**config.mk**
```make
export PLATFORM = sky130hd
export DESIGN_NAME = plot_motion_ctrl
export DESIGN_NICKNAME = d
export VERILOG_FILES = /design/src/rtl/plot_pkg.sv /design/src/rtl/step_rate_div.sv /design/src/rtl/plot_motion_ctrl.sv
export SDC_FILE = /design/constraint.sdc
export NUM_CORES = 1
export LEC_CHECK = 0
export ABC_CLOCK_PERIOD_IN_PS = 22300
export BUFFER_PORTS_ARGS = -buffer_cell sky130_fd_sc_hd__clkbuf_2
export CAP_MARGIN = 20
export CORE_UTILIZATION = 55
export CTS_CLUSTER_DIAMETER = 60
export DETAILED_ROUTE_END_ITERATION = 6
export PLACE_DENSITY = 0.83
export SKIP_CTS_REPAIR_TIMING = 1
export SLEW_MARGIN = 20
export SYNTH_ARGS = -nofsm -noshare
export SYNTH_HDL_FRONTEND = slang
export SYNTH_SLANG_ARGS = --single-unit
```
**constraint.sdc**
```tcl
create_clock -name clock -period 22.3 [get_ports clock]
set_input_delay 1.115 -clock clock [delete_from_list [all_inputs] [get_ports clock]]
set_output_delay 1.115 -clock clock [all_outputs]
set_load 0.1 [all_outputs]
```
**src/rtl/plot_pkg.sv**
```systemverilog
// Shared encodings for the pen-plotter motion sequencer: FSM states and the
// logic levels used on the direction and pen servo lines.
package plot_pkg;

  typedef enum logic [1:0] {
    IDLE = 2'd0,
    PEN  = 2'd1,
    MOVE = 2'd2,
    DONE = 2'd3
  } state_e;

  localparam logic DIR_POS  = 1'b1;
  localparam logic DIR_NEG  = 1'b0;
  localparam logic PEN_DOWN = 1'b1;
  localparam logic PEN_UP   = 1'b0;

endpackage

```
**src/rtl/step_rate_div.sv**
```systemverilog
// Motion tick generator: counts 0..STEP_DIV-1 while enabled and flags the
// wrapping cycle. A synchronous clear restarts the count from zero.
module step_rate_div #(
  parameter int STEP_DIV = 100000
) (
  input  logic clock,
  input  logic reset,
  input  logic clear,
  input  logic enable,
  output logic tick
);

  localparam int CW = (STEP_DIV > 1) ? $clog2(STEP_DIV) : 1;
  localparam logic [CW-1:0] CNT_LAST = CW'(STEP_DIV - 1);
  localparam logic [CW-1:0] CNT_ONE  = CW'(1);

  logic [CW-1:0] cnt_q, cnt_d;

  assign tick = enable && !clear && (cnt_q == CNT_LAST);

  // Next count: clear has priority, then wrap on the tick cycle.
  always_comb begin
    cnt_d = cnt_q;
    if (clear) begin
      cnt_d = '0;
    end else if (enable) begin
      cnt_d = tick ? '0 : cnt_q + CNT_ONE;
    end
  end

  // Counter register.
  always_ff @(posedge clock) begin
    if (reset) begin
      cnt_q <= '0;
    end else begin
      cnt_q <= cnt_d;
    end
  end

endmodule

```
**src/rtl/plot_motion_ctrl.sv**
```systemverilog
// Pen-plotter motion sequencer: accepts one move/home command, sets the pen
// level with a settle delay, then walks a Bresenham line to the target while
// emitting step/dir pulses and tracking the absolute position.
module plot_motion_ctrl
  import plot_pkg::*;
#(
  parameter int STEP_DIV   = 100000,
  parameter int PEN_SETTLE = 25000000,
  parameter int POS_W      = 32
) (
  input  logic             clock,
  input  logic             reset,
  input  logic             cmd_valid,
  output logic             cmd_ready,
  input  logic [POS_W-1:0] cmd_x,
  input  logic [POS_W-1:0] cmd_y,
  input  logic             cmd_pen,
  input  logic             cmd_home,
  input  logic             abort,
  output logic             step_x,
  output logic             step_y,
  output logic             dir_x,
  output logic             dir_y,
  output logic             pen_down,
  output logic [POS_W-1:0] cur_x,
  output logic [POS_W-1:0] cur_y,
  output logic             busy,
  output logic             done
);

  localparam int SW = $clog2(PEN_SETTLE + 1);
  localparam logic [SW-1:0] SETTLE_LAST = SW'(PEN_SETTLE - 1);
  localparam logic [SW-1:0] SETTLE_ONE  = SW'(1);
  localparam logic [POS_W-1:0] POS_ONE  = POS_W'(1);
  localparam logic signed [POS_W+1:0] ERR_ZERO = '0;

  // Position step by one in the latched direction; wraps at POS_W.
  function automatic logic [POS_W-1:0] step_pos(input logic [POS_W-1:0] p,
                                                input logic dir);
    return (dir == DIR_POS) ? p + POS_ONE : p - POS_ONE;
  endfunction

  // Magnitude of a sign-extended difference; never overflows POS_W+1 bits.
  function automatic logic [POS_W:0] abs_diff(input logic signed [POS_W:0] d);
    return d[POS_W] ? $unsigned(-d) : $unsigned(d);
  endfunction

  state_e state_q, state_d;
  logic [POS_W-1:0] cur_x_q, cur_x_d, cur_y_q, cur_y_d;
  logic [POS_W-1:0] tgt_x_q, tgt_x_d, tgt_y_q, tgt_y_d;
  logic [POS_W:0]   dx_q, dx_d, dy_q, dy_d;
  logic signed [POS_W+1:0] err_q, err_d;
  logic dir_x_q, dir_x_d, dir_y_q, dir_y_d;
  logic pen_q, pen_d;
  logic step_x_q, step_x_d, step_y_q, step_y_d;
  logic done_q, done_d, busy_q, busy_d, ready_q, ready_d;
  logic [SW-1:0] settle_q, settle_d;
  logic div_clear, tick;

  logic signed [POS_W:0]   diff_x, diff_y;
  logic [POS_W:0]          dx_load, dy_load;
  logic signed [POS_W+1:0] err_load, dx_e, dy_e, err_step;
  logic signed [POS_W+2:0] e2, dx_e2, dy_e2;
  logic go_x, go_y, at_target;

  step_rate_div #(.STEP_DIV(STEP_DIV)) u_div (
    .clock  (clock),
    .reset  (reset),
    .clear  (div_clear),
    .enable (state_q == MOVE),
    .tick   (tick)
  );

  // Command geometry relative to the current position.
  assign diff_x   = $signed({cmd_x[POS_W-1], cmd_x}) - $signed({cur_x_q[POS_W-1], cur_x_q});
  assign diff_y   = $signed({cmd_y[POS_W-1], cmd_y}) - $signed({cur_y_q[POS_W-1], cur_y_q});
  assign dx_load  = abs_diff(diff_x);
  assign dy_load  = abs_diff(diff_y);
  assign err_load = $signed({1'b0, dx_load}) - $signed({1'b0, dy_load});

  // Bresenham decision on the latched error term.
  assign dx_e      = $signed({1'b0, dx_q});
  assign dy_e      = $signed({1'b0, dy_q});
  assign e2        = $signed({err_q, 1'b0});
  assign dx_e2     = $signed({2'b00, dx_q});
  assign dy_e2     = $signed({2'b00, dy_q});
  assign go_x      = e2 > -dy_e2;
  assign go_y      = e2 < dx_e2;
  assign err_step  = err_q - (go_x ? dy_e : ERR_ZERO) + (go_y ? dx_e : ERR_ZERO);
  assign at_target = (cur_x_q == tgt_x_q) && (cur_y_q == tgt_y_q);

  // Sequencer next-state and registered-output next values.
  always_comb begin
    state_d   = state_q;
    cur_x_d   = cur_x_q;
    cur_y_d   = cur_y_q;
    tgt_x_d   = tgt_x_q;
    tgt_y_d   = tgt_y_q;
    dx_d      = dx_q;
    dy_d      = dy_q;
    err_d     = err_q;
    dir_x_d   = dir_x_q;
    dir_y_d   = dir_y_q;
    pen_d     = pen_q;
    settle_d  = settle_q;
    step_x_d  = 1'b0;
    step_y_d  = 1'b0;
    done_d    = 1'b0;
    div_clear = 1'b0;
    case (state_q)
      IDLE: begin
        if (cmd_valid && ready_q) begin
          if (cmd_home) begin
            cur_x_d = '0;
            cur_y_d = '0;
            state_d = DONE;
          end else begin
            tgt_x_d = cmd_x;
            tgt_y_d = cmd_y;
            dir_x_d = diff_x[POS_W] ? DIR_NEG : DIR_POS;
            dir_y_d = diff_y[POS_W] ? DIR_NEG : DIR_POS;
            dx_d    = dx_load;
            dy_d    = dy_load;
            err_d   = err_load;
            if (cmd_pen != pen_q) begin
              pen_d    = cmd_pen;
              settle_d = '0;
              state_d  = PEN;
            end else begin
              state_d   = MOVE;
              div_clear = 1'b1;
            end
          end
        end
      end
      PEN: begin
        if (abort) begin
          state_d = IDLE;
        end else if (settle_q == SETTLE_LAST) begin
          state_d   = MOVE;
          div_clear = 1'b1;
        end else begin
          settle_d = settle_q + SETTLE_ONE;
        end
      end
      MOVE: begin
        if (abort) begin
          state_d = IDLE;
        end else if (at_target) begin
          state_d = DONE;
        end else if (tick) begin
          if (go_x) begin
            cur_x_d  = step_pos(cur_x_q, dir_x_q);
            step_x_d = 1'b1;
          end
          if (go_y) begin
            cur_y_d  = step_pos(cur_y_q, dir_y_q);
            step_y_d = 1'b1;
          end
          err_d = err_step;
        end
      end
      DONE: begin
        state_d = IDLE;
        done_d  = !abort;
      end
      default: state_d = IDLE;
    endcase
  end

  // Ready stays low through the cycle that shows the done pulse.
  assign ready_d = (state_d == IDLE) && !((state_q == DONE) && !abort);
  assign busy_d  = (state_d != IDLE);

  // Control, position and output registers.
  always_ff @(posedge clock) begin
    if (reset) begin
      state_q  <= IDLE;
      cur_x_q  <= '0;
      cur_y_q  <= '0;
      dir_x_q  <= DIR_NEG;
      dir_y_q  <= DIR_NEG;
      pen_q    <= PEN_UP;
      settle_q <= '0;
      step_x_q <= 1'b0;
      step_y_q <= 1'b0;
      done_q   <= 1'b0;
      busy_q   <= 1'b0;
      ready_q  <= 1'b0;
    end else begin
      state_q  <= state_d;
      cur_x_q  <= cur_x_d;
      cur_y_q  <= cur_y_d;
      dir_x_q  <= dir_x_d;
      dir_y_q  <= dir_y_d;
      pen_q    <= pen_d;
      settle_q <= settle_d;
      step_x_q <= step_x_d;
      step_y_q <= step_y_d;
      done_q   <= done_d;
      busy_q   <= busy_d;
      ready_q  <= ready_d;
    end
  end

  // Latched command geometry; always loaded before it is used.
  always_ff @(posedge clock) begin
    tgt_x_q <= tgt_x_d;
    tgt_y_q <= tgt_y_d;
    dx_q    <= dx_d;
    dy_q    <= dy_d;
    err_q   <= err_d;
  end

  assign cmd_ready = ready_q;
  assign step_x    = step_x_q;
  assign step_y    = step_y_q;
  assign dir_x     = dir_x_q;
  assign dir_y     = dir_y_q;
  assign pen_down  = pen_q;
  assign cur_x     = cur_x_q;
  assign cur_y     = cur_y_q;
  assign busy      = busy_q;
  assign done      = done_q;

endmodule
```
==> flow_metrics.py <==
metrics = {
    "synthesis": {
        "synthesis.nets": 3441,
        "synth-xor-area-share_pct": 11.6,
        "synth_fa_ha_area_share_pct": 15.5,
        "synth_area_leader_cell": "edfxtp_1",
        "syn-mean-instance-area_um2": 8.48,
        "synth_async_sr_flop_share_pct": 0,
        "synth_top_family_by_area": "compound AO/OA/AOI/OAI gates",
        "synth_ff_type": "edfxtp_1",
        "synth_top_area_share_pct": 18.9,
        "synthSimpleGateAreaFrac_pct": 19.4,
        "syn-instance-count": 3071,
        "ys_types": 91,
        "yosysWarnings": 0,
        "synthTopCellsByArea": "edfxtp_1 (19%), ha_1 (13%), dfxtp_1 (8.9%)",
        "synth_most_common_cell": "ha_1",
        "seq_area_frac_synth_pct": 27.8,
        "ys_ff_latch": 280,
        "synth-edff-count": 164,
        "synth_compound_area_share_pct": 20.2,
        "synthMuxAreaShare_pct": 0.552,
        "synthTopCellsByCount": "ha_1 (262), inv_1 (253), a21oi_1 (242), nor2_1 (229), nand2_1 (213)",
        "synth_area_um2": 26000,
    },
    "global_routing": {
        "grt_start_max_net_pins": 74,
        "grt_pass1_wl_um": 116000,
        "antenna_found_initial": 4,
        "grt_overflow": 0,
        "grt_pass1_vias": 21400,
        "gr-usage-all-layers_pct": 30.6,
    },
    "detailed_routing": {
        "post_drt_wl_per_cell_um": 19.4,
        "drc_errors": 0,
        "first_pass_iters": 6,
        "vias_per_cell": 6.17,
        "drt_iter0_markers": 2201,
        "drt-total-wl_um": 74100,
        "num_vias": 23600,
        "drtAntennaViolNets": 0,
    },
    "cts": {
        "cts_made_buffers": 37,
        "cts_root_buffer": "clkbuf_16",
        "clock_latency_ps": 560,
        "cts_tree": "done",
        "cts.sinks": 280,
        "path_clk_slew_ps": 60,
        "cts_buffer_depth": 3,
        "cts_max_level": 2,
    },
    "setup_path": {
        "crit_path_start_kind": "register",
        "critPathCapture": "err_q[32]",
        "end_kind": "register",
        "critical_path_required_ps": 22580,
        "ff2ff_path_depth": 27,
        "r2r-start": "dy_q[4]",
        "worstPathArrival_ps": 9400,
        "crit_fanout": 33,
        "r2r_slack_ps": 13180,
        "path_class": "register to register",
        "r2r_end": "err_q[32]",
        "startpoint": "dy_q[4]",
    },
    "floorplanning": {
        "rows": 79,
        "coreArea_um2": 46700,
        "start_util_pct": 55.8,
        "die_x_um": 220,
        "die_area_um2": 48200,
        "ioPinCount": 142,
        "die_h_um": 220,
    },
    "placement": {
        "portBuffers": 141,
        "dp_hpwl_um": 57800,
        "routabilityCongestion": 1.01,
        "place_area_um2": 27300,
    },
    "pwr": {
        "power.leakage_nw": 11.9,
        "p_per_area_nw_per_um2": 67.1,
        "ir_drop_mv": 0.0516,
    },
    "timing": {
        "fmax_mhz": 110,
        "setup_viol": 0,
        "hold_ws_ps": 499,
        "slew_headroom_pct": 25.1,
        "worst_pin_slew_ps": 1120,
        "period_share_pct": 40.9,
        "grt_setup_unrepaired": "false",
        "final_max_slew_viol_count": 0,
        "period_minus_slack_ps": 9120,
        "fin_worst_skew_ps": 20.0,
        "hold_violations": 0,
        "finalSetupTns_ps": 0,
    },
    "layout": {
        "utilization_pct": 61.1,
        "drive_gt1_share_pct": 8.45,
        "finalInstanceArea_um2": 28500,
        "fin_nets": 3550,
        "area_growth_pct": 9.52,
    },
    "run_status": {
        "status": "complete, no violations",
    },
    "flow_run": {
        "drv_cap": 0,
    },
    "worst_hold_path": {
        "hp-class": "register to register",
        "min_path_cells": 2,
    },
}
[where the power goes]
| part | switching, mW | internal [mW] | leakage [nW] |
|---|---|---|---|
| logic | 0.444 | 0.286 | 8.88 |
| clock network | 0.251 | 0.329 | 0.577 |
| registers | 0.0171 | 0.587 | 2.43 |
[worst max-delay path, stage by stage (launching register included)]
cell and delay, ps:
edfxtp_1 450, nor4_1 690, nand4_1 470, nor3_1 510
nand2_1 230, nor3_1 230, xor2_1 100, ha_1 300
nand4_1 110, nor4_1 490, nand3_1 160, o221ai_1 230
a21oi_1 80, a31oi_1 330, or2_2 490, nand2_1 140
fa_1 490, ha_1 360, nor2b_1 170, o31a_1 270
o311ai_0 510, nand3_1 210, a311oi_1 590, a21oi_1 220
o21ai_0 320, o211ai_1 210, o311ai_0 320, o211ai_1 140
[placed cells by master (no fill, tap or decap), drive strengths merged, types with 27 or more instances in the layout]
cell type	netlist	routed
nor2	229	229
clkbuf	77	181
edfxtp	164	164
nor4	30	30
nor2b	30	30
ha	262	262
o31ai	29	29
and2	53	53
and3	38	38
dfxtp	116	116
nand4	62	62
nand2b	31	31
o21a	42	42
a21o	119	119
a31oi	27	27
inv	253	266
nor3	67	67
nand3	128	128
fa	38	38
xnor2	206	206
o21ai	124	124
or3	36	36
xor2	139	139
nand2	213	213
a211oi	40	40
a21oi	242	242
[final cells by class]
| cell class | count | area [um^2] |
|---|---|---|
| Clock buffer | 40 | 947 |
| Sequential cell | 280 | 7250 |
| Clock inverter | 25 | 228 |
| Antenna cell | 3 | 7.51 |
| Tap cell | 607 | 759 |
| Inverter | 253 | 950 |
| Multi-Input combinational cell | 2451 | 17600 |
| Timing Repair Buffer | 157 | 826 |
| Fill cell | 4034 | 18100 |
[per-layer routing]
| metal | track usage [%] | part of all wire, % |
|---|---|---|
| met5 | 0 | 0.018 |
| met4 | 17.5 | 6.0 |
| met3 | 4.84 | 8.8 |
| met2 | 45.8 | 42 |
| met1 | 41.9 | 43 |
[cell families (layout without fill, tap and decap cells)]
kind of cell / after synthesis / in the layout
simple gates: 996 / 996
xor+xnor: 345 / 345
compound gates: 796 / 796
flops: 280 / 280
mux: 14 / 14
other cells: 0 / 3
fa+ha+maj: 300 / 300
buf+inv: 340 / 475
[worst min-delay path by stage]
| stage | startpoint | end | slack [ps] |
|---|---|---|---|
| after floorplan | u_div.cnt_q[1] | u_div.cnt_q[1] | 460 |
| after global placement | u_div.cnt_q[1] | u_div.cnt_q[1] | 480 |
| after detailed placement | settle_q[23] | settle_q[23] | 500 |
| after CTS | settle_q[23] | settle_q[23] | 510 |
| after global routing | u_div.cnt_q[1] | u_div.cnt_q[1] | 530 |
| final | u_div.cnt_q[1] | u_div.cnt_q[1] | 500 |
[through the flow]
stage,worst slack (ps),std cells,power (mW)
after global routing,12410,3816,2.02
after CTS,13250,3813,1.91
after global placement,13620,3748,1.31
after detailed placement,13250,3748,1.33
after floorplan,9720,3071,1.15
final,13180,3816,1.91
[state kept, by name, indices dropped and copies added, names as in the netlist, 25 cells and up]
name and flops:
cur_x 32, tgt_x_q 32, settle_q 25, dy_q 33
dx_q 33, cur_y 32, err_q 34, tgt_y_q 32
Note: power is estimated with default switching activity, not from simulation.
